[src/rtl/tl_xing_pkg.sv]
// Shared TileLink-UL channel layouts, opcodes and beat-count helper for the
// two-client bus-crossing arbiter.
package tl_xing_pkg;

    localparam logic [2:0] PUT_FULL        = 3'd0;
    localparam logic [2:0] PUT_PARTIAL     = 3'd1;
    localparam logic [2:0] GET             = 3'd4;
    localparam logic [2:0] ACCESS_ACK      = 3'd0;
    localparam logic [2:0] ACCESS_ACK_DATA = 3'd1;

    typedef logic [6:0] beats_t;

    typedef struct packed {
        logic [2:0]  opcode;
        logic [2:0]  param;
        logic [3:0]  size;
        logic        source;
        logic [31:0] address;
        logic [7:0]  mask;
        logic [63:0] data;
        logic        corrupt;
    } tl_a_t;

    typedef struct packed {
        logic [2:0]  opcode;
        logic [2:0]  param;
        logic [3:0]  size;
        logic [1:0]  source;
        logic [31:0] address;
        logic [7:0]  mask;
        logic [63:0] data;
        logic        corrupt;
    } tl_a_wide_t;

    typedef struct packed {
        logic [2:0]  opcode;
        logic [1:0]  param;
        logic [3:0]  size;
        logic        source;
        logic [1:0]  sink;
        logic        denied;
        logic [63:0] data;
        logic        corrupt;
    } tl_d_t;

    typedef struct packed {
        logic [2:0]  opcode;
        logic [1:0]  param;
        logic [3:0]  size;
        logic [1:0]  source;
        logic [1:0]  sink;
        logic        denied;
        logic [63:0] data;
        logic        corrupt;
    } tl_d_wide_t;

    // Bursts longer than 64 beats cannot be tracked, so the count saturates there.
    function automatic beats_t num_beats(input logic [2:0] opcode, input logic [3:0] size,
                                         input logic is_d, input logic [3:0] beat_shift = 4'd3);
        logic burst;
        burst = is_d ? (opcode == ACCESS_ACK_DATA)
                     : (opcode == PUT_FULL || opcode == PUT_PARTIAL);
        if (!burst || size <= beat_shift) return 7'd1;
        if (size - beat_shift >= 4'd6) return 7'd64;
        return 7'd1 << (size - beat_shift);
    endfunction

endpackage

[src/rtl/tl_xing_arbiter_beat_counter.sv]
// Beats-remaining tracker for one channel; flags the first and last beat of
// the message currently on the bus.
module tl_beat_counter
    import tl_xing_pkg::*;
(
    input  logic   clock,
    input  logic   reset,
    input  logic   fire_i,
    input  beats_t beats_i,
    output logic   first_o,
    output logic   last_o,
    output logic   busy_o
);

    logic [5:0] left_q, left_d;

    assign busy_o  = (left_q != '0);
    assign first_o = !busy_o;
    assign last_o  = busy_o ? (left_q == 6'd1) : (beats_i == 7'd1);

    always_comb begin
        left_d = left_q;
        if (fire_i) begin
            left_d = busy_o ? left_q - 6'd1 : 6'(beats_i - 7'd1);
        end
    end

    always_ff @(posedge clock) begin
        if (reset) left_q <= '0;
        else       left_q <= left_d;
    end

endmodule

[src/rtl/tl_xing_arbiter.sv]
// Two-client TileLink-UL arbiter: round-robin A grant with burst lock, client
// tag in source MSB, D routing by that tag, per-client outstanding limit.
module tl_xing_arbiter
    import tl_xing_pkg::*;
#(
    parameter int unsigned MAX_OUTSTANDING = 4,
    parameter int unsigned BEAT_BYTES      = 8
) (
    input  logic       clock,
    input  logic       reset,
    input  logic       in0_a_valid,
    output logic       in0_a_ready,
    input  tl_a_t      in0_a_bits,
    output logic       in0_d_valid,
    input  logic       in0_d_ready,
    output tl_d_t      in0_d_bits,
    input  logic       in1_a_valid,
    output logic       in1_a_ready,
    input  tl_a_t      in1_a_bits,
    output logic       in1_d_valid,
    input  logic       in1_d_ready,
    output tl_d_t      in1_d_bits,
    output logic       out_a_valid,
    input  logic       out_a_ready,
    output tl_a_wide_t out_a_bits,
    input  logic       out_d_valid,
    output logic       out_d_ready,
    input  tl_d_wide_t out_d_bits
);

    localparam logic [3:0] BEAT_SHIFT = 4'($clog2(BEAT_BYTES));
    localparam logic [3:0] MAX_OUT    = 4'(MAX_OUTSTANDING);

    logic            rr_q, rr_d, owner_q, owner_d;
    logic [1:0][3:0] outst_q, outst_d;
    logic [1:0]      inc, dec, d_last, d_first, d_busy;
    logic            elig0, elig1, grant, a_valid, a_fire, a_first, a_last, lock;
    logic            dst, d_fire;
    tl_a_t           a_sel;
    tl_d_t           d_strip;
    beats_t          a_beats, d_beats;

    assign elig0 = in0_a_valid && (outst_q[0] < MAX_OUT);
    assign elig1 = in1_a_valid && (outst_q[1] < MAX_OUT);

    // The lock owner bypasses eligibility: its burst was counted on the first beat.
    always_comb begin
        grant   = 1'b0;
        a_valid = 1'b0;
        if (lock) begin
            grant   = owner_q;
            a_valid = owner_q ? in1_a_valid : in0_a_valid;
        end else if (elig0 && elig1) begin
            grant   = rr_q;
            a_valid = 1'b1;
        end else begin
            grant   = elig1;
            a_valid = elig0 || elig1;
        end
    end

    assign a_sel       = grant ? in1_a_bits : in0_a_bits;
    assign a_beats     = num_beats(a_sel.opcode, a_sel.size, 1'b0, BEAT_SHIFT);
    assign out_a_valid = a_valid && !reset;
    assign a_fire      = out_a_valid && out_a_ready;
    assign in0_a_ready = out_a_valid && out_a_ready && !grant;
    assign in1_a_ready = out_a_valid && out_a_ready && grant;
    assign out_a_bits  = {a_sel.opcode, a_sel.param, a_sel.size, grant, a_sel.source,
                          a_sel.address, a_sel.mask, a_sel.data, a_sel.corrupt};

    tl_beat_counter u_a_cnt (
        .clock   (clock),
        .reset   (reset),
        .fire_i  (a_fire),
        .beats_i (a_beats),
        .first_o (a_first),
        .last_o  (a_last),
        .busy_o  (lock)
    );

    assign dst         = out_d_bits.source[1];
    assign d_strip     = {out_d_bits.opcode, out_d_bits.param, out_d_bits.size,
                          out_d_bits.source[0], out_d_bits.sink, out_d_bits.denied,
                          out_d_bits.data, out_d_bits.corrupt};
    assign d_beats     = num_beats(out_d_bits.opcode, out_d_bits.size, 1'b1, BEAT_SHIFT);
    assign in0_d_valid = out_d_valid && !dst && !reset;
    assign in1_d_valid = out_d_valid && dst && !reset;
    assign in0_d_bits  = d_strip;
    assign in1_d_bits  = d_strip;
    assign out_d_ready = !reset && (dst ? in1_d_ready : in0_d_ready);
    assign d_fire      = out_d_valid && out_d_ready;

    tl_beat_counter u_d0_cnt (
        .clock   (clock),
        .reset   (reset),
        .fire_i  (d_fire && !dst),
        .beats_i (d_beats),
        .first_o (d_first[0]),
        .last_o  (d_last[0]),
        .busy_o  (d_busy[0])
    );

    tl_beat_counter u_d1_cnt (
        .clock   (clock),
        .reset   (reset),
        .fire_i  (d_fire && dst),
        .beats_i (d_beats),
        .first_o (d_first[1]),
        .last_o  (d_last[1]),
        .busy_o  (d_busy[1])
    );

    always_comb begin
        outst_d = outst_q;
        inc     = '0;
        dec     = '0;
        for (int unsigned c = 0; c < 2; c++) begin
            inc[c] = a_fire && a_first && (grant == c[0]);
            dec[c] = d_fire && (dst == c[0]) && d_last[c];
            case ({inc[c], dec[c]})
                2'b10:   outst_d[c] = outst_q[c] + 4'd1;
                2'b01:   outst_d[c] = outst_q[c] - 4'd1;
                default: outst_d[c] = outst_q[c];
            endcase
        end
        rr_d    = (a_fire && a_first) ? ~grant : rr_q;
        owner_d = (a_fire && a_first) ? grant : owner_q;
    end

    always_ff @(posedge clock) begin
        if (reset) begin
            rr_q    <= 1'b0;
            owner_q <= 1'b0;
            outst_q <= '0;
        end else begin
            rr_q    <= rr_d;
            owner_q <= owner_d;
            outst_q <= outst_d;
        end
    end

    a_no_underflow0: assert property (@(posedge clock) disable iff (reset) !(dec[0] && outst_q[0] == '0));
    a_no_underflow1: assert property (@(posedge clock) disable iff (reset) !(dec[1] && outst_q[1] == '0));

    logic unused_flags;
    assign unused_flags = ^{a_last, d_first, d_busy};

endmodule

[config.mk]
export PLATFORM = sky130hd
export DESIGN_NAME = tl_xing_arbiter
export DESIGN_NICKNAME = d
export VERILOG_FILES = /design/src/rtl/tl_xing_pkg.sv /design/src/rtl/tl_xing_arbiter_beat_counter.sv /design/src/rtl/tl_xing_arbiter.sv
export SDC_FILE = /design/constraint.sdc
export NUM_CORES = 1
export LEC_CHECK = 0
export CAP_MARGIN = 25
export CORE_AREA = 10 10 225 227
export DETAILED_ROUTE_END_ITERATION = 12
export DIE_AREA = 0 0 235 237
export PLACE_DENSITY = 0.42
export SYNTH_ARGS = -nofsm -noshare
export SYNTH_HDL_FRONTEND = slang
export SYNTH_SLANG_ARGS = --single-unit
[constraint.sdc]
create_clock -name clock -period 11.5 [get_ports clock]
set_clock_uncertainty 0.05 [all_clocks]
set_input_delay 1.725 -clock clock [delete_from_list [all_inputs] [get_ports clock]]
set_output_delay 1.725 -clock clock [all_outputs]
set_load 0.01 [all_outputs]
==> flow_summary.json, run 1 <==
{
  "ys_ff_latch": 28,
  "rr_startpoint": "u_a_cnt.left_q[0]",
  "track_usage_pct": 15.41,
  "cp_slowest_stage_delay_ps": 780,
  "hp-start": "u_a_cnt.left_q[2]",
  "fin_tns_setup_ps": 0,
  "max-cap-violations": 0,
  "final_max_slew_viol_count": 0,
  "cts-resized-gates": 0,
  "die_h_um": 237,
  "met2_length_um": 20230,
  "syn-instance-count": 819,
  "remaining_drc_errors": 0,
  "htree_levels": 1,
  "critPathRequiredTime_ps": 9730,
  "criticalPathCategory": "input port to output port",
  "die_area_mm2": 0.05570,
  "wl_met1_um": 19110,
  "syn_area_mm2": 0.005024,
  "fin_crit_sh_pct": 63.61,
  "grt_max_degree": 73,
  "final_cell_mix": "clkdlybuf4s50_1 (384), nand2_1 (346), nor2_1 (47)",
  "clock-sinks": 28,
  "pin_count": 598,
  "drt_iter0_drc": 340,
  "post-route-util_pct": 18.35,
  "holdBufCountCts": 0,
  "drt_wl_total_um": 45790,
  "outcome": "finished clean",
  "path_cells": "clkdlybuf4s50_1 > or3b_1 > o21a_1 > mux2i_4 > buf_4 > buf_4 > nand2_1 > nand2_1 > clkdlybuf4s50_1",
  "clk_latency_ps": 270,
  "core.rowCount": 79,
  "worstHoldEndpoint": "u_a_cnt.left_q[2]",
  "p_leak_nw": 3.506,
  "fill_cells": 5254,
  "power.density_mw_per_mm2": 152.9,
  "top_layer_used": "met5",
  "ir_drop_mv": 0.08629,
  "nets": 1373,
  "finalHoldViolCount": 0,
  "overflow": 0,
  "wl_met3_um": 6129,
  "rsz0062_at_grt": "no",
  "min_path_cells": 2,
  "gp_congestion": 0.8650,
  "synthDistinctLibCells": 62,
  "path_clk_slew_ps": 70,
  "cts-root-buf": "clkbuf_16",
  "critPathMaxFanout": 72,
  "seq_area_frac_synth_pct": 11.16,
  "fin_crit_ps": 7315,
  "regToRegSetupSlack_ps": 5740,
  "numCtsBuffers": 3,
  "synthArstFlopShare_pct": 0,
  "rr_worst_depth": 19,
  "place.detailed.hpwl_um": 40690,
  "fmax_ghz": 0.1367,
  "coreArea_mm2": 0.04616,
  "setup_viol": 0,
  "startpoint": "in0_a_valid",
  "vias_per_cell": 3.716,
  "synth.avg_cell_area_um2": 6.134,
  "mostFrequentLayoutCell": "clkdlybuf4s50_1",
  "ys.flop_type": "dfxtp_1",
  "grt_pass1_vias": 6266,
  "cp_slowest_cell": "buf_4",
  "synth_edf_count": 0,
  "numPortBuffers": 384,
  "fp.dieW_um": 235,
  "yosysWarningCount": 0,
  "cp-end-kind": "output port",
  "drtAntennaViolNets": 0,
  "vias": 6080,
  "grt_pass1_wl_um": 59510,
  "timing.rr.end": "u_a_cnt.left_q[4]",
  "first_pass_iters": 5,
  "drive_gt1_share_pct": 3.021,
  "max-slew-margin-rel_pct": 42.51,
  "syn_to_final_growth_pct": 68.64,
  "cp_data_arrival_time_ps": 5540,
  "clk_path_buf_depth": 2,
  "initial_core_util_pct": 10.88,
  "min_path_type": "flop to flop",
  "cts_tree": "built",
  "cts_setup_buffers": 0,
  "syn_nets": 1165,
  "start_kind": "input port",
  "post_drt_wl_per_cell_um": 27.99,
  "worst_pin_slew_ps": 862.3,
  "antenna_found_initial": 11
}
critical path: cells and delay by family:
family	cells	cell delay, ps
buffers and inverters	4	2310
AOI/OAI and AO/OA	1	280
and+or+nand+nor	3	910
muxes	1	210
how the worst max path moves through the flow:
stage | endpoint | cells past startpoint | slack [ps]
3_3_place_gp | u_a_cnt.left_q[4] | 20 | 4010
2_1_floorplan | u_a_cnt.left_q[4] | 18 | 6070
4_1_cts | out_a_bits[97] | 9 | 4090
5_1_grt | u_a_cnt.left_q[4] | 20 | 3900
6_report | out_a_bits[97] | 9 | 4180
3_5_place_dp | u_a_cnt.left_q[4] | 20 | 4050
power by group:
group          internal [mW]  total (mW)  switching (mW)  leakage, nW
Clock                 0.0694       0.106          0.0364       0.0511
Combinational          0.476        1.07           0.591         3.23
Sequential             0.107       0.123          0.0159        0.227
state kept, by name (all words and copies together) (netlist names):
signal / cells
u_a_cnt.left_q: 6
owner_q: 1
outst_q: 8
u_d0_cnt.left_q: 6
rr_q: 1
u_d1_cnt.left_q: 6
area by class of cell:
class / instances / area, um^2 / share of cell area [%]
antenna: 3 / 7.507 / 0.08861
clock buffer: 3 / 75.07 / 0.8861
clock inverter: 1 / 30.03 / 0.3545
inverter: 23 / 88.84 / 1.049
multi-input combinational: 583 / 3077 / 36.32
sequential: 28 / 560.5 / 6.616
tap: 607 / 759.5 / 8.965
timing repair buffer: 388 / 3874 / 45.72
kinds of logic (layout without fill, tap and decap cells):
| kind of cell | Yosys count | count (layout) | synth area share, % |
|---|---|---|---|
| mux | 15 | 15 | 3.362 |
| fa+ha+maj | 27 | 27 | 7.024 |
| flops | 28 | 28 | 11.16 |
| buf+inv | 208 | 415 | 27.60 |
| other cells | 0 | 3 | 0 |
| xor+xnor | 12 | 12 | 2.092 |
| compound gates | 82 | 82 | 11.78 |
| simple gates | 447 | 447 | 36.99 |
synth_stat cells, types with 7 or more instances:
master	number	share of area, %
a211oi_1	7	1.0
a21oi_1	26	2.6
buf_2	13	1.3
buf_4	157	23
clkbuf_1	10	0.75
dfxtp_1	28	11
ha_1	25	6.2
inv_1	22	1.6
mux2i_1	9	1.8
nand2_1	346	26
nor2_1	47	3.5
nor3_1	9	0.90
o21ai_0	10	1.0
metrics by stage:
step | instance area, um^2 | hold WS (ps) | total power, mW | worst slack, ps | cells
6_report | 8472 | 441.1 | 1.295 | 4185 | 1636
5_1_grt | 8464 | 486.3 | 1.393 | 3901 | 1633
4_1_cts | 8464 | 442.3 | 1.333 | 4094 | 1633
3_5_place_dp | 8359 | 431.3 | 1.217 | 4053 | 1629
3_3_place_gp | 8359 | 422.6 | 1.229 | 4014 | 1629
2_1_floorplan | 5024 | 403.6 | 0.6398 | 6070 | 819
per-layer routing:
metal	up-vias	GRT usage [%]
li1	2885	-
met1	2748	18.52
met2	404	24.17
met3	23	9.251
met4	20	0.09775
met5	-	2.847
Note: power is estimated with default switching activity, not from simulation.
==> run 2: changes to the inputs <==
--- a/config.mk
+++ b/config.mk
@@ -6,10 +6,10 @@
 export NUM_CORES = 1
 export LEC_CHECK = 0
 export CAP_MARGIN = 25
-export CORE_AREA = 10 10 225 227
+export CORE_AREA = 10 10 226 228
 export DETAILED_ROUTE_END_ITERATION = 12
-export DIE_AREA = 0 0 235 237
-export PLACE_DENSITY = 0.42
+export DIE_AREA = 0 0 236 238
+export PLACE_DENSITY = 0.43
 export SYNTH_ARGS = -nofsm -noshare
 export SYNTH_HDL_FRONTEND = slang
 export SYNTH_SLANG_ARGS = --single-unit
==> constraint.sdc (replaced) <==
create_clock -name clock -period 6 [get_ports clock]
set_clock_uncertainty 0.05 [all_clocks]
set_input_delay 0.9 -clock clock [delete_from_list [all_inputs] [get_ports clock]]
set_output_delay 0.9 -clock clock [all_outputs]
set_load 0.01 [all_outputs]
==> flow_summary.json, run 2 (same netlist as run 1, synthesis figures left out) <==
{
  "largest_register": "outst_q",
  "drive_gt1_share_pct": 3.021,
  "holdBufCountCts": 0,
  "regToRegSetupSlack_ps": 1450,
  "mostFrequentLayoutCell": "clkdlybuf4s50_1",
  "max-slew-margin-rel_pct": 47.50,
  "path_delay_family": "compound AO/OA/AOI/OAI gates",
  "p_total_mw": 2.473,
  "grt_pass1_vias": 6357,
  "coreArea_mm2": 0.04636,
  "ir_drop_mv": 0.1208,
  "initial_core_util_pct": 10.84,
  "die_h_um": 238,
  "post_drt_wl_per_cell_um": 26.49,
  "critPathMaxFanout": 7,
  "vias_per_cell": 3.738,
  "path_clk_slew_ps": 70,
  "power_frac_comb_pct": 83.6,
  "cts_tree": "built",
  "regArea_um2": 560.5,
  "hp-start": "u_a_cnt.left_q[2]",
  "fin_crit_ps": 5095,
  "vias": 6119,
  "overflow": 0,
  "cp_slowest_stage_delay_ps": 500,
  "place.detailed.hpwl_um": 38380,
  "min_path_type": "flop to flop",
  "fp.dieW_um": 236,
  "grt_max_degree": 94,
  "p_seq_share_pct": 9.5,
  "finalHoldViolCount": 0,
  "first_pass_iters": 5,
  "drt_wl_total_um": 43370,
  "pwr-share-clk_pct": 6.9,
  "cts-root-buf": "clkbuf_16",
  "multi_input_area_mm2": 0.003077,
  "power_switching_mw": 1.247,
  "largest_reg_flops": 8,
  "track_usage_pct": 14.39,
  "nets": 1373,
  "numCtsBuffers": 3,
  "clk_path_buf_depth": 2,
  "cts_setup_buffers": 0,
  "max-cap-violations": 0,
  "criticalPathCategory": "input port to flop",
  "path_cells": "clkdlybuf4s50_1 > or3b_1 > o21a_1 > mux2i_4 > mux2i_1 > inv_1 > ha_1 > ha_1 > o21bai_1 > a21boi_0 > o2111ai_1 > and3_1 > nor2_1 > ha_1 > nand2b_1 > a2111oi_2 > xnor2_1 > nor2_1",
  "syn_to_final_growth_pct": 68.62,
  "die_area_mm2": 0.05617,
  "min_path_cells": 2,
  "cp_slowest_cell": "clkdlybuf4s50_1",
  "rr_worst_depth": 17,
  "path_buf_inv": 2,
  "fin_crit_sh_pct": 84.91,
  "fill_cells": 5278,
  "numPortBuffers": 384,
  "cts-resized-gates": 0,
  "cpMostUsedCell": "ha_1",
  "fin_ws_ps": 905.2,
  "fin_tns_setup_ps": 0,
  "rr_startpoint": "u_a_cnt.left_q[0]",
  "clock-sinks": 28,
  "pre_cts_slack_ps": 658.7,
  "htree_levels": 1,
  "cp_data_arrival_time_ps": 5190,
  "cp-end-kind": "flop",
  "start_kind": "input port",
  "clk_latency_ps": 270,
  "rsz0062_at_grt": "no",
  "core.rowCount": 79,
  "outcome": "finished clean",
  "critPathRequiredTime_ps": 6090,
  "worstHoldEndpoint": "u_a_cnt.left_q[2]",
  "internal-power_mw": 1.227,
  "fmax_ghz": 0.1963,
  "antenna_found_initial": 13,
  "grt_pass1_wl_um": 57010,
  "power.density_mw_per_mm2": 292.0,
  "timing.rr.end": "u_a_cnt.left_q[4]",
  "final_max_slew_viol_count": 0,
  "setup_viol": 0,
  "gp_congestion": 0.8439,
  "p_leak_nw": 3.502,
  "remaining_drc_errors": 0,
  "power_switching_share_pct": 50.40,
  "final_cell_mix": "clkdlybuf4s50_1 (384), nand2_1 (346), nor2_1 (47)",
  "pin_count": 598,
  "drt_iter0_drc": 353,
  "drtAntennaViolNets": 0,
  "worst_pin_slew_ps": 785.7
}
[run 2: changes by cell type in the layout (fill, tap and decap cells not counted)]
cell	change
buf_4	-1
bufinv_16	-1
buf_12	+1
diode_2	+1
clkbuf_8	+1
[run 2: worst register-to-register path, delay by kind of cell, from the launching register on]
family | cells | cell delay, ps
AO/OA/AOI/OAI | 4 | 850
XOR/XNOR | 1 | 170
adder cells (fa/ha/maj) | 3 | 780
buffers and inverters | 1 | 130
flip-flops | 1 | 340
multiplexers | 2 | 820
AND/OR/NAND/NOR | 6 | 1310
[run 2: power by group through the flow]
stage	Combinational (mW)	Clock, mW	Sequential [mW]
floorplan	0.993	0	0.233
global placement	2.12	0	0.239
detailed placement	2.11	0	0.240
CTS	2.13	0.174	0.235
global route	2.23	0.179	0.238
finish	2.07	0.171	0.236
[run 2: layer usage]
| layer | global-route usage (%) | wire length, um |
|---|---|---|
| met4 | 0.4662 | 121 |
| met3 | 10.30 | 6721 |
| met5 | 3.889 | 336 |
| met2 | 21.91 | 18680 |
| met1 | 16.62 | 17510 |
[run 2: how the worst max path moves through the flow]
| stage | startpoint | end | slack [ps] | depth (start not counted) |
|---|---|---|---|---|
| finish | in0_a_valid | u_a_cnt.left_q[4] | 910 | 18 |
| global route | in0_a_valid | u_a_cnt.left_q[4] | 560 | 18 |
| CTS | in0_a_valid | out_a_bits[7] | 900 | 8 |
| detailed placement | in0_a_valid | u_a_cnt.left_q[4] | 660 | 18 |
| global placement | in0_a_valid | u_a_cnt.left_q[4] | 830 | 18 |
| floorplan | in0_a_valid | u_a_cnt.left_q[4] | 1400 | 18 |
[run 2: cell type report]
| type | instances | area share, % |
|---|---|---|
| Clock buffer | 4 | 1.049 |
| Inverter | 23 | 1.049 |
| Tap cell | 607 | 8.966 |
| Multi-Input combinational cell | 583 | 36.32 |
| Timing Repair Buffer | 388 | 45.88 |
| Antenna cell | 4 | 0.1182 |
| Sequential cell | 28 | 6.617 |
[run 2: through the flow]
stage | utilization, % | area [um^2] | instances | hold WS (ps)
after global routing | 18.25 | 8461 | 1633 | 476.2
final | 18.27 | 8471 | 1637 | 442.6
after global placement | 18.06 | 8372 | 1629 | 421.5
after detailed placement | 18.06 | 8372 | 1629 | 432.1
after CTS | 18.25 | 8461 | 1633 | 440.8
after floorplan | - | 5024 | 819 | 403.6
==> run 3: changes to the inputs <==
==> constraint.sdc (replaced) <==
create_clock -name clock -period 4.5 [get_ports clock]
set_clock_uncertainty 0.05 [all_clocks]
set_input_delay 0.675 -clock clock [delete_from_list [all_inputs] [get_ports clock]]
set_output_delay 0.675 -clock clock [all_outputs]
set_load 0.01 [all_outputs]
==> flow_summary.json, run 3 (same netlist as run 1, synthesis figures left out) <==
{
  "max-slew-margin-rel_pct": 56.76,
  "antenna_found_initial": 11,
  "p_seq_share_pct": 9.0,
  "grt_max_degree": 79,
  "clk_latency_ps": 270,
  "numCtsBuffers": 3,
  "drive_gt1_share_pct": 7.685,
  "cp_data_arrival_time_ps": 4470,
  "ir_drop_mv": 0.2148,
  "final_max_slew_viol_count": 0,
  "p_total_mw": 3.533,
  "die_area_mm2": 0.05617,
  "clk_path_buf_depth": 2,
  "path_clk_slew_ps": 70,
  "start_kind": "input port",
  "fin_crit_sh_pct": 97.15,
  "remaining_drc_errors": 0,
  "mostFrequentLayoutCell": "clkdlybuf4s50_1",
  "cp-end-kind": "flop",
  "place.detailed.hpwl_um": 37870,
  "vias": 6208,
  "pre_cts_slack_ps": -151.9,
  "rsz0062_at_grt": "yes",
  "place_area_mm2": 0.008662,
  "cts-root-buf": "clkbuf_16",
  "worstSetupEndpoint": "u_a_cnt.left_q[4]",
  "outcome": "finished clean",
  "coreArea_mm2": 0.04636,
  "fin_ws_ps": 128.3,
  "htree_levels": 1,
  "setup_viol": 0,
  "fin_cells": 1662,
  "criticalPathCategory": "input port to flop",
  "initial_core_util_pct": 10.84,
  "regToRegSetupSlack_ps": 360,
  "holdBufCountCts": 0,
  "post_drt_wl_per_cell_um": 25.81,
  "worst_pin_slew_ps": 647.2,
  "startpoint": "in0_a_valid",
  "cts_tree": "built",
  "grt_pass1_wl_um": 55610,
  "power_switching_mw": 1.718,
  "timing.rr.end": "u_a_cnt.left_q[4]",
  "critPathRequiredTime_ps": 4600,
  "fmax_ghz": 0.2287,
  "min_path_type": "flop to flop",
  "clock-sinks": 28,
  "power_frac_comb_pct": 83.4,
  "die_h_um": 238,
  "rr_worst_depth": 17,
  "rr_startpoint": "u_a_cnt.left_q[0]",
  "drt_iter0_drc": 388,
  "placedCellCount": 1656,
  "finalHoldViolCount": 0,
  "gp_congestion": 0.8631,
  "internal-power_mw": 1.815,
  "numPortBuffers": 384,
  "p_leak_nw": 3.720,
  "drt_wl_total_um": 42890,
  "fp.dieW_um": 236,
  "fin_crit_ps": 4372,
  "hold_ws_ps": 441.6,
  "first_pass_iters": 5,
  "pwr-share-clk_pct": 7.6,
  "min_path_cells": 2,
  "syn_to_final_growth_pct": 75.72,
  "power.density_mw_per_mm2": 400.3,
  "critPathMaxFanout": 5,
  "largest_register": "outst_q",
  "drtAntennaViolNets": 0,
  "overflow": 0,
  "power_switching_share_pct": 48.63,
  "grt_pass1_vias": 6280,
  "design_area_mm2": 0.008827,
  "vias_per_cell": 3.735,
  "final_cell_mix": "clkdlybuf4s50_1 (368), nand2_1 (346), nor2_1 (47)",
  "track_usage_pct": 14.02,
  "largest_reg_flops": 8,
  "pin_count": 598,
  "nets": 1401,
  "core.rowCount": 79,
  "max-cap-violations": 0
}
-- run 3: cell types whose count changed in the layout (fill, tap and decap cells not counted), moves of 2 or more --
cell             delta
mux2i_1             -2
buf_12             +10
diode_2             -3
clkdlybuf4s50_1    -16
buf_4              +31
mux2i_2             +2
buf_6               +2
a21boi_0            -2
-- run 3: layout make-up --
cell class / instances / area (um^2)
timing repair buffer: 416 / 4194
clock inverter: 1 / 30.03
multi-input combinational: 583 / 3117
sequential: 28 / 560.5
tap: 607 / 759.5
fill: 5247 / 37530
antenna: 1 / 2.502
inverter: 23 / 88.84
clock buffer: 3 / 75.07
-- run 3: how the worst min path moves through the flow --
stage / start / to / slack, ps
2_1_floorplan: u_a_cnt.left_q[2] / u_a_cnt.left_q[2] / 400
3_3_place_gp: u_d1_cnt.left_q[4] / u_d1_cnt.left_q[4] / 420
3_5_place_dp: u_a_cnt.left_q[2] / u_a_cnt.left_q[2] / 430
4_1_cts: u_a_cnt.left_q[2] / u_a_cnt.left_q[2] / 440
5_1_grt: u_a_cnt.left_q[2] / u_a_cnt.left_q[2] / 470
6_report: u_a_cnt.left_q[2] / u_a_cnt.left_q[2] / 440
-- run 3: repair_timing --
action	in CTS	in global routing
resized for setup	0	13
endpoints found under the setup margin	0	41
endpoints found under the hold margin	0	0
buffers inserted	0	1
-- run 3: layer usage --
layer  global-route usage, %  vias to the layer above  routed length [um]
met5                   3.889                        -                 337
met4                   1.146                       10                 447
met3                   10.66                       32                7276
met2                   21.07                      446               18220
met1                   15.80                     2782               16610
li1                        -                     2938                   -
-- run 3: worst max-delay path, cell delays in order --
cell and delay [ps]:
clkdlybuf4s50_1 480, or3b_1 380, o21a_1 240, mux2i_4 280, mux2i_2 280, inv_1 90, ha_1 220, ha_1 290
o21bai_2 240, a21boi_1 160, o2111ai_1 120, and3_1 210, nor2_1 100, ha_1 170, nand2b_1 110, a2111oi_4 220
xnor2_1 150, nor2_1 50
-- run 3: power groups by stage --
stage	registers [mW]	logic [mW]	clock network, mW
2_1_floorplan	0.311	1.32	0
6_report	0.317	2.95	0.268
3_3_place_gp	0.319	2.99	0
4_1_cts	0.314	3.00	0.276
5_1_grt	0.321	3.17	0.287
3_5_place_dp	0.320	2.98	0
-- run 3: metrics by stage --
step / utilization (%) / TNS [ps]
3_5_place_dp: 18.69 / -505.6
4_1_cts: 18.91 / 0
6_report: 19.04 / 0
3_3_place_gp: 18.69 / -95.76
5_1_grt: 19.04 / -182.2
2_1_floorplan: - / 0
